[src/rtl/mac_accumulator.sv]
// Product FIFO plus signed accumulator summing a programmed count of multiplier products.
// Optional macro MAC_ACC_SAT_EN: saturating additions with a sticky sat flag (wrap-around otherwise).
module mac_accumulator #(
   parameter int PROD_W     = 32,
   parameter int ACC_W      = 40,
   parameter int LEN_W      = 8,
   parameter int FIFO_DEPTH = 4
) (
   input  logic              clk,
   input  logic              rst,
   input  logic              prod_valid,
   input  logic [PROD_W-1:0] prod,
   input  logic              start,
   input  logic [LEN_W-1:0]  len,
   output logic              busy,
   output logic [ACC_W-1:0]  sum,
   output logic              sum_valid,
   input  logic              sum_ready,
   output logic              overflow,
   output logic              sat
);

   localparam int PTR_W = (FIFO_DEPTH > 1) ? $clog2(FIFO_DEPTH) : 1;

   typedef enum logic [1:0] {IDLE, ACC, HOLD} state_t;

   state_t             state_reg, state_next;
   logic [PROD_W-1:0]  mem [FIFO_DEPTH];
   logic [PTR_W-1:0]   wr_ptr_reg, rd_ptr_reg;
   logic [PTR_W:0]     count_reg, count_next;
   logic [ACC_W-1:0]   acc_reg, acc_next;
   logic [LEN_W-1:0]   rem_reg, rem_next;
   logic               ovf_reg, ovf_next;
   logic               sat_reg, sat_next;

   logic               full, push, pop, drop;
   logic [PROD_W-1:0]  head;
   logic [ACC_W-1:0]   head_ext;
   logic [ACC_W-1:0]   add_sum;
   logic               add_clamp;

   // Pop only happens in ACC, so an entry written this cycle is first visible next cycle.
   assign full     = (count_reg == (PTR_W+1)'(FIFO_DEPTH));
   assign pop      = (state_reg == ACC) && (count_reg != '0);
   assign push     = prod_valid && (!full || pop);
   assign drop     = prod_valid && full && !pop;
   assign head     = mem[rd_ptr_reg];
   assign head_ext = ACC_W'(signed'(head));

   generate
      for (genvar gi = 0; gi < FIFO_DEPTH; gi++) begin : g_mem
         always_ff @(posedge clk) begin
            if (push && (wr_ptr_reg == PTR_W'(gi))) begin
               mem[gi] <= prod;
            end
         end
      end
   endgenerate

`ifdef MAC_ACC_SAT_EN
   logic [ACC_W:0] wide_sum;
   always_comb begin
      wide_sum  = {acc_reg[ACC_W-1], acc_reg} + {head_ext[ACC_W-1], head_ext};
      add_sum   = wide_sum[ACC_W-1:0];
      add_clamp = 1'b0;
      // Disagreeing top bits of the extended sum mean the true result left the ACC_W range.
      if (wide_sum[ACC_W] != wide_sum[ACC_W-1]) begin
         add_clamp = 1'b1;
         add_sum   = wide_sum[ACC_W] ? {1'b1, {(ACC_W-1){1'b0}}} : {1'b0, {(ACC_W-1){1'b1}}};
      end
   end
`else
   always_comb begin
      add_sum   = acc_reg + head_ext;
      add_clamp = 1'b0;
   end
`endif

   always_comb begin
      state_next = state_reg;
      acc_next   = acc_reg;
      rem_next   = rem_reg;
      ovf_next   = ovf_reg | drop;
      sat_next   = sat_reg;
      count_next = count_reg;
      case ({push, pop})
         2'b10:   count_next = count_reg + (PTR_W+1)'(1);
         2'b01:   count_next = count_reg - (PTR_W+1)'(1);
         default: count_next = count_reg;
      endcase
      case (state_reg)
         IDLE: begin
            if (start) begin
               rem_next   = len;
               acc_next   = '0;
               ovf_next   = drop;
               sat_next   = 1'b0;
               state_next = (len == '0) ? HOLD : ACC;
            end
         end
         ACC: begin
            if (pop) begin
               acc_next = add_sum;
               rem_next = rem_reg - LEN_W'(1);
               sat_next = sat_reg | add_clamp;
               if (rem_reg == LEN_W'(1)) begin
                  state_next = HOLD;
               end
            end
         end
         HOLD: begin
            if (sum_ready) begin
               state_next = IDLE;
            end
         end
         default: state_next = IDLE;
      endcase
   end

   always_ff @(posedge clk or negedge rst) begin
      if (!rst) begin
         state_reg  <= IDLE;
         wr_ptr_reg <= '0;
         rd_ptr_reg <= '0;
         count_reg  <= '0;
         acc_reg    <= '0;
         rem_reg    <= '0;
         ovf_reg    <= 1'b0;
         sat_reg    <= 1'b0;
      end else begin
         state_reg <= state_next;
         count_reg <= count_next;
         acc_reg   <= acc_next;
         rem_reg   <= rem_next;
         ovf_reg   <= ovf_next;
         sat_reg   <= sat_next;
         if (push) begin
            wr_ptr_reg <= wr_ptr_reg + PTR_W'(1);
         end
         if (pop) begin
            rd_ptr_reg <= rd_ptr_reg + PTR_W'(1);
         end
      end
   end

   assign busy      = (state_reg != IDLE);
   assign sum       = acc_reg;
   assign sum_valid = (state_reg == HOLD);
   assign overflow  = ovf_reg;
`ifdef MAC_ACC_SAT_EN
   assign sat       = sat_reg;
`else
   assign sat       = 1'b0;
`endif

endmodule

[config.mk]
export PLATFORM = sky130hd
export DESIGN_NAME = mac_accumulator
export DESIGN_NICKNAME = d
export VERILOG_FILES = /design/src/rtl/mac_accumulator.sv
export SDC_FILE = /design/constraint.sdc
export NUM_CORES = 1
export LEC_CHECK = 0
export BUFFER_PORTS_ARGS = -buffer_cell sky130_fd_sc_hd__clkbuf_2
export CAP_MARGIN = 15
export CELL_PAD_IN_SITES_DETAIL_PLACEMENT = 0
export CELL_PAD_IN_SITES_GLOBAL_PLACEMENT = 1
export CORE_ASPECT_RATIO = 1.25
export CORE_MARGIN = 3
export CORE_UTILIZATION = 45
export CTS_BUF_LIST = sky130_fd_sc_hd__clkbuf_4
export CTS_CLUSTER_DIAMETER = 40
export DETAILED_ROUTE_END_ITERATION = 6
export GPL_TIMING_DRIVEN = 1
export PLACE_DENSITY_LB_ADDON = 0.1
export SYNTH_ARGS = -nofsm -noshare
export SYNTH_HDL_FRONTEND = slang
export SYNTH_SLANG_ARGS = --single-unit
[constraint.sdc]
create_clock -name clk -period 4.2 [get_ports clk]
set_input_delay 0.42 -clock clk [delete_from_list [all_inputs] [get_ports clk]]
set_output_delay 0.42 -clock clk [all_outputs]
set_load 0.01 [all_outputs]
## Word-level counts from Yosys, hierarchy flattened

Memories as Yosys holds them, arrays and structs flattened.
Index checks and enable logic that the tools add are counted.

| word-level totals | value |
|---|---|
| bits in registers | 58 |
| bits in writable memories | 128 |
| input port bits | 45 |
| output and inout bits | 44 |
| word-level logic and storage cells | 83 |
| memories kept | 1 |

Memories:

| memory | depth | width | read ports | clocked after memory_dff | write ports | line | RTL |
|---|---|---|---|---|---|---|---|
| mem | 4 | 32 | 1 | 0 | 1 | 28 | `logic [PROD_W-1:0] mem [FIFO_DEPTH];` |

| operators by class | value |
|---|---|
| add/sub/neg operators | 6 |
| equal/unequal tests | 13 |
| multiplexer cells | 32 |
| bitwise operators | 1 |
| reductions and logical operators | 23 |

Operators by type and width:

| kind | number |
|---|---|
| two-way mux 32 bit | 3 |
| OR reduction 32 bit | 3 |
| two-way mux 40 bit | 2 |
| case mux 40 bit (2 select lines) | 1 |
| adder 40 bit | 1 |
| two-way mux 2 bit | 8 |
| two-way mux 8 bit | 2 |
| case mux 8 bit (2 select lines) | 1 |
| two-way mux 1 bit | 13 |
| == test 2 bit (second input constant) | 4 |
| == test 8 x 1 -> 1 bit (second input constant) | 1 |
| logical AND 1 bit | 8 |
| zero test 8 bit | 1 |
| subtractor 8 x 1 -> 8 bit (second input constant) | 1 |
| == test 2 x 1 -> 1 bit (second input constant) | 3 |
| case mux 2 bit (3 select lines) | 1 |
| case mux 3 bit (2 select lines) | 1 |
| nonzero test 2 bit | 3 |
| adder 2 x 1 -> 2 bit (second input constant) | 2 |
| zero test 2 bit | 2 |
| != test 2 x 1 -> 1 bit (second input constant) | 2 |
| != test 2 bit (second input constant) | 2 |
| AND reduction 4 bit | 1 |
| adder 3 x 1 -> 3 bit (second input constant) | 1 |
| other kinds (7) | 8 |

## Logic depth before layout (Yosys ltp)

Gate-level depths: netlist of the first run.

| depth | value |
|---|---|
| word-level depth | 11 |
| depth in mapped cells | 12 |

## Worst setup path before layout of the first run

OpenSTA, ideal clock, no wires.

| timing path | value |
|---|---|
| kind | register to register |
| start point | reg rd_ptr_reg[0] |
| end point | reg acc_reg[34], in the netlist sum[34] |
| setup time | 92 ps |
| arrival | 3231 ps |
| path slack | 877 ps |
| stages on the path, launching flop included | 11 |
| buffers on the path | 2 |
| cells stage by stage | dfrtp_1 buf_6 clkbuf_1 mux4_2 ha_1 and2_1 and3_1 a32o_1 a2111o_1 and3_1 o31ai_2 |

| between the ends | value |
|---|---|
| cells in the longest elaborated chain, start to end | 4 |

Ends and longest elaborated chain:

| item | line | RTL |
|---|---|---|
| from (decl) | 29 | `logic [PTR_W-1:0] wr_ptr_reg, rd_ptr_reg;` |
| from (signal assigned) | 141 | `rd_ptr_reg <= rd_ptr_reg + PTR_W'(1);` |
| memory (4 x 32 bit) | - |  |
| adder 40 bit | 74 | `add_sum = acc_reg + head_ext;` |
| two-way mux 40 bit | 102 | `if (pop) begin` |
| case mux 40 bit (2 select lines) | 91 | `case (state_reg)` |
| to (signal assigned) | 133 | `acc_reg <= acc_next;` |
| to (decl) | 31 | `logic [ACC_W-1:0] acc_reg, acc_next;` |

No other way between the ends. The select of a mux whose other input is x is not followed.
A chain may end at the register's enable or synchronous reset.

## Final worst setup path of the first run

| timing path | value |
|---|---|
| start point | reg rd_ptr_reg[0] |
| end point | reg acc_reg[32], in the netlist sum[32] |

Same word-level chain as after synthesis.

==> results.md, run 1 <==
- Clock skew: 35.8 ps
- Tcrit/Tclk final: 0.834
- Final-report hold violation count: 0
- Sequential share of power: 0.296
- Peak VDD IR: 0.000289 V
- IO Count: 89
- Internal Power: 5.11 mW
- Most frequent cells in the layout: edfxtp_1 (128), clkbuf_2 (87), nand2_1 (77)
- Root buffer cell: clkbuf_4
- Total track usage: 0.206
- Clk Latency, worst-skew pair: 600 ps
- Via/cell ratio: 5.73
- Post-Synth XOR/XNOR Area: 0.0257
- YS warnings: 0
- Hold Crit Start: prod[26]
- Power density cells: 877 nW/um^2
- Path depth of the worst reg2reg path: 11
- Unique masters post-synth: 76
- Max reg flops: 128
- Critical Path Start: rd_ptr_reg[0]
- Clock sink count: 186
- Drc violations: 0
- Worst Setup End Kind: flop
- Worst slew margin: 0.501
- CTS tree: yes
- Core area: 20500 sq um
- Total Wirelength: 23000 um
- ANT nets after route: 0
- DP HPWL: 16100 um
- H-tree levels: 4
- Die height: 169 um
- Number of synthesized register bits: 186
- Post-Route Setup TNS: 0 ps
- WP data required: 4720 ps
- Area Overhead vs Synth: 13.9%
- First-pass GRT wire length: 36600 um
- Leakage: 4.30 nW
- Iteration-0 DRC Markers: 354
- Origin of the critical flop-to-flop path: rd_ptr_reg[0]
- WL per Instance: 19.6 um
- TritonCTS buffer count: 17
- Final number of setup-violating endpoints: 0
- Clock share of power: 0.109
- CTS Buffer Depth: 2
- Comb pwr share: 0.595
- Largest family of logic cells by synthesized area: compound AO/OA/AOI/OAI gates
- Maximum clock frequency: 285 MHz
- Worst Setup Start Kind: flop
- Number of max-cap violations: 0
- Synth Area in Compound Gates: 0.146
- Final Util: 0.531
- Cells after Synth: 773
- Hold Path Depth: 1
- Mux contribution to synthesized area: 0.0776
- Initial core utilization: 0.466
- Crit Path Class: reg -> reg
- Syn_area_per_cell: 12.3 sq um
- Worst Tran Pin Value: 749 ps
- Share of cells above drive strength 1: 0.201
- Switching share of power: 0.464
- Async SR Flop Fraction: 0.312
- Syn Nets: 866
- Post-Synth Simple-Gate Area: 0.104
- GP Congestion: 0.854
- Die Wd: 136 um
- Vias in the first global route: 6978
- # nets final: 981
- Max FO, Critical Path: 22
- Predominant post-synthesis flop cell: edfxtp_1
- Synthesized area: 9540 sq um
- Number of flops mapped to enable cells by yosys: 128
- Via count: 6718
- TritonRoute pass-1 iters: 6
- Port bufs: 87
- RSZ-0062 raised after global routing: false
- Status: finished clean
- Adder-cell area share of the yosys netlist: 0.0645
- GRT Residual Overflow: 0
- Initial antenna violation count: 1
- Post-cts sizing count: 0
- Site Rows: 58
- Min Tclk post-route: 3500 ps
- Final Max Tran Viols: 0
- Fillers: 1830
- Hold Path Class: in -> reg
- Largest net degree at the start of global routing: 41
- Switching pwr: 4.43 mW
- Sequential share of the synthesized area: 0.555
- Die Area: 23000 sq um
- Commonest non-fill, non-tap cell in the layout: edfxtp_1
- CTS clock-pin slew for the worst setup and hold paths: 160 ps
- Critical Path AT: 4030 ps
- Total power: 9.54 mW
[per-layer routing]
metal,global-route usage,share of wire
met3,0.0372,0.032
met2,0.383,0.55
met5,0,0
met4,0.0495,0.014
met1,0.245,0.41
[path summary, 6_finish.rpt]
path                                    to  slack [ps]
worst max-delay path               sum[32]         700
worst min-delay path            mem[0][26]          50
worst max register to register     sum[32]         700
worst min register to register  rem_reg[7]         530
max in group asynchronous          sum[20]        3060
min in group asynchronous       rem_reg[1]         220
[worst max-delay path: stages (launching register included)]
cell,delay [ps]
dfrtp_2,420
buf_12,210
mux4_2,520
ha_1,220
fa_1,410
a21oi_1,230
o211ai_1,170
nand3_1,200
nand3_1,150
a311o_2,410
a2111o_1,380
o211ai_1,100
[synth_stat cells, drive strengths merged, types with 17 or more instances]
master	n	area share
a21oi	63	0.033
nor3	17	0.0094
inv	27	0.011
nor2	42	0.017
ha	46	0.060
o21ai	57	0.030
clkbuf	17	0.0068
mux4	32	0.076
nand2	79	0.031
a21o	18	0.014
dfrtp	58	0.15
edfxtp	128	0.40
[what timing repair did]
item	in CTS	in global routing
hold buffers	26	2
buffers inserted	0	0
endpoints found under the hold margin	100	6
setup endpoints to repair	0	0
[per-stage QoR]
step / instance area, sq um / setup WS (ps) / std cells / hold WS (ps)
after floorplan: 9540 / 877 / 773 / 124
after global placement: 10300 / 744 / 1110 / 484
after detailed placement: 10300 / 715 / 1110 / 498
after CTS: 10800 / 667 / 1168 / 0.994
after global routing: 10900 / 536 / 1173 / 1.23
final: 10900 / 697 / 1173 / 51.0
[power groups by stage]
| stage | clock network, mW | registers [mW] | logic, mW |
|---|---|---|---|
| floorplan | 0 | 2.85 | 4.22 |
| global placement | 0 | 2.85 | 5.58 |
| detailed placement | 0 | 2.88 | 5.65 |
| CTS | 1.08 | 2.83 | 5.71 |
| global route | 1.15 | 2.88 | 6.28 |
| finish | 1.04 | 2.82 | 5.68 |
[area by class of cell]
type                            count  area (sq um)  share of cell area
Antenna cell                        2          5.00            0.000460
Multi-Input combinational cell    529          3990               0.367
Tap cell                          270           338              0.0311
Clock inverter                     14           176              0.0162
Timing Repair Buffer              127           831              0.0764
Inverter                           27           101             0.00932
Clock buffer                       18           135              0.0124
Sequential cell                   186          5300               0.487
[cell families after synthesis]
| logic type | after synthesis |
|---|---|
| multiplexers | 34 |
| other | 1 |
| AND/OR/NAND/NOR | 205 |
| adder cells (fa/ha/maj) | 48 |
| XOR/XNOR | 28 |
| AO/OA/AOI/OAI | 213 |
| flip-flops | 186 |
| buffers and inverters | 58 |
(Power assumes the default switching activity.)
==> run 2, diff against run 1 <==
- clock period: 4.2 -> 3.6 ns (I/O delays scaled with it)
==> results.md, run 2 (synthesized netlist as in run 1, its figures left out) <==
- Switching pwr: 5.21 mW
- Setup WS pre-CTS: 232 ps
- Final Cell Area: 11000 sq um
- Worst Setup Start Kind: flop
- R2R Setup Slk: 260 ps
- Site Rows: 58
- Clock sink count: 186
- ANT nets after route: 0
- Hold Path Class: in -> reg
- Total track usage: 0.206
- Worst Setup End Kind: flop
- RR Endpoint: sum[34]
- Leakage: 4.34 nW
- Min Tclk post-route: 3340 ps
- CP endpoint: sum[34]
- Internal Power: 5.95 mW
- Crit-path cells: buf_4, mux4_2, ha_1, a21o_1, a31o_2, a21oi_1, o21ai_0, a2111o_1, and3_1, o31ai_2
- RSZ-0062 raised after global routing: false
- Iteration-0 DRC Markers: 347
- Critical Path Start: rd_ptr_reg[0]
- Initial antenna violation count: 1
- WL per Instance: 19.1 um
- Die height: 169 um
- Worst Tran Pin Value: 790 ps
- Drc violations: 0
- Share of cells above drive strength 1: 0.204
- Path depth of the worst reg2reg path: 10
- Sequential share of power: 0.296
- Min setup slack post-route: 260 ps
- # nets final: 992
- Final-report hold violation count: 0
- Number of max-cap violations: 0
- Initial core utilization: 0.466
- Commonest non-fill, non-tap cell in the layout: edfxtp_1
- Peak VDD IR: 0.000383 V
- Max reg flops: 128
- Origin of the critical flop-to-flop path: rd_ptr_reg[0]
- WP depth: 10
- Worst path bufs/invs: 1
- Hold Path Depth: 3
- GP Congestion: 0.889
- Top delay family on crit path: compound AO/OA/AOI/OAI gates
- Critical Path AT: 3830 ps
- Port bufs: 87
- CTS tree: yes
- Post-Route Setup TNS: 0 ps
- Critical path's slowest cell: mux4_2
- Die Wd: 136 um
- GRT Residual Overflow: 0
- Final Max Tran Viols: 0
- Die Area: 23000 sq um
- Max FO, Critical Path: 10
- Maximum clock frequency: 299 MHz
- Comb pwr share: 0.599
- First-pass GRT wire length: 36800 um
- Tcrit/Tclk final: 0.928
- TritonRoute pass-1 iters: 5
- WP data required: 4090 ps
- Crit Path Class: reg -> reg
- Total power: 11.2 mW
- Hold Crit Start: start
- IO Count: 89
- Power density cells: 1020 nW/um^2
- TritonCTS buffer count: 17
- Clock skew: 38.0 ps
- DP HPWL: 16000 um
- Most frequent cells in the layout: edfxtp_1 (128), clkbuf_2 (87), nand2_1 (77)
- Status: finished clean
- Area Overhead vs Synth: 14.8%
- Final number of setup-violating endpoints: 0
- Worst slew margin: 0.469
- Clk Latency, worst-skew pair: 590 ps
- Largest net degree at the start of global routing: 39
- Core area: 20500 sq um
- Total Wirelength: 22600 um
- Via count: 6811
- Vias in the first global route: 6947
- CTS Buffer Depth: 2
- Max incr delay on CP: 540 ps
- Clock share of power: 0.105
- Switching share of power: 0.467
- Area after DPL: 10300 sq um
- CTS clock-pin slew for the worst setup and hold paths: 170 ps
- H-tree levels: 4
- Fillers: 1804
- Root buffer cell: clkbuf_4
- Via/cell ratio: 5.76
[run 2: power groups by stage]
stage | clock network [mW] | logic, mW | registers, mW
final | 1.17 | 6.68 | 3.30
after global routing | 1.30 | 7.49 | 3.37
after CTS | 1.22 | 6.70 | 3.31
after detailed placement | 0 | 6.63 | 3.36
after global placement | 0 | 6.57 | 3.33
after floorplan | 0 | 4.92 | 3.32
[run 2: final cells by class]
| cell class | instances | area, sq um | area share |
|---|---|---|---|
| diodes | 1 | 2.50 | 0.000228 |
| clock inverters | 15 | 166 | 0.0152 |
| inverters | 27 | 101 | 0.00925 |
| well taps | 270 | 338 | 0.0308 |
| flip-flops and latches | 186 | 5300 | 0.483 |
| multi-input cells | 529 | 3990 | 0.365 |
| clock buffers | 17 | 128 | 0.0117 |
| repair buffers | 138 | 928 | 0.0848 |
[run 2: per-stage QoR]
stage	hold slack [ps]	instances	util
6_report	87.0	1183	0.535
5_1_grt	31.6	1183	0.535
4_1_cts	22.1	1179	0.534
3_5_place_dp	436	1113	0.503
3_3_place_gp	432	1113	0.503
2_1_floorplan	64.4	773	-
[run 2: metal layers]
metal  track usage  vias to the layer above  share of wire
li1              -                     3214              -
met2         0.362                      139           0.53
met1         0.269                     3440           0.43
met5             0                        -              0
met3        0.0333                       18          0.031
met4        0.0478                        0          0.010
[run 2: worst min-delay path by stage]
stage              endpoint  slack, ps
6_report       state_reg[0]         90
3_5_place_dp     rem_reg[7]        440
3_3_place_gp     rem_reg[7]        430
5_1_grt        state_reg[0]         30
4_1_cts          rem_reg[2]         20
2_1_floorplan  count_reg[0]         60
[run 2: timing repair]
item                                    in CTS  in global routing
endpoints found under the hold margin      187                  0
gates resized for setup                      0                  2
buffers inserted                             0                  3
hold buffers                                34                  0
endpoints found under the setup margin       0                  4
[run 2: tightest hold or removal path, stage by stage]
cell       delay (ps)
clkbuf_2          110
nand4bb_1         100
nand2_1            60
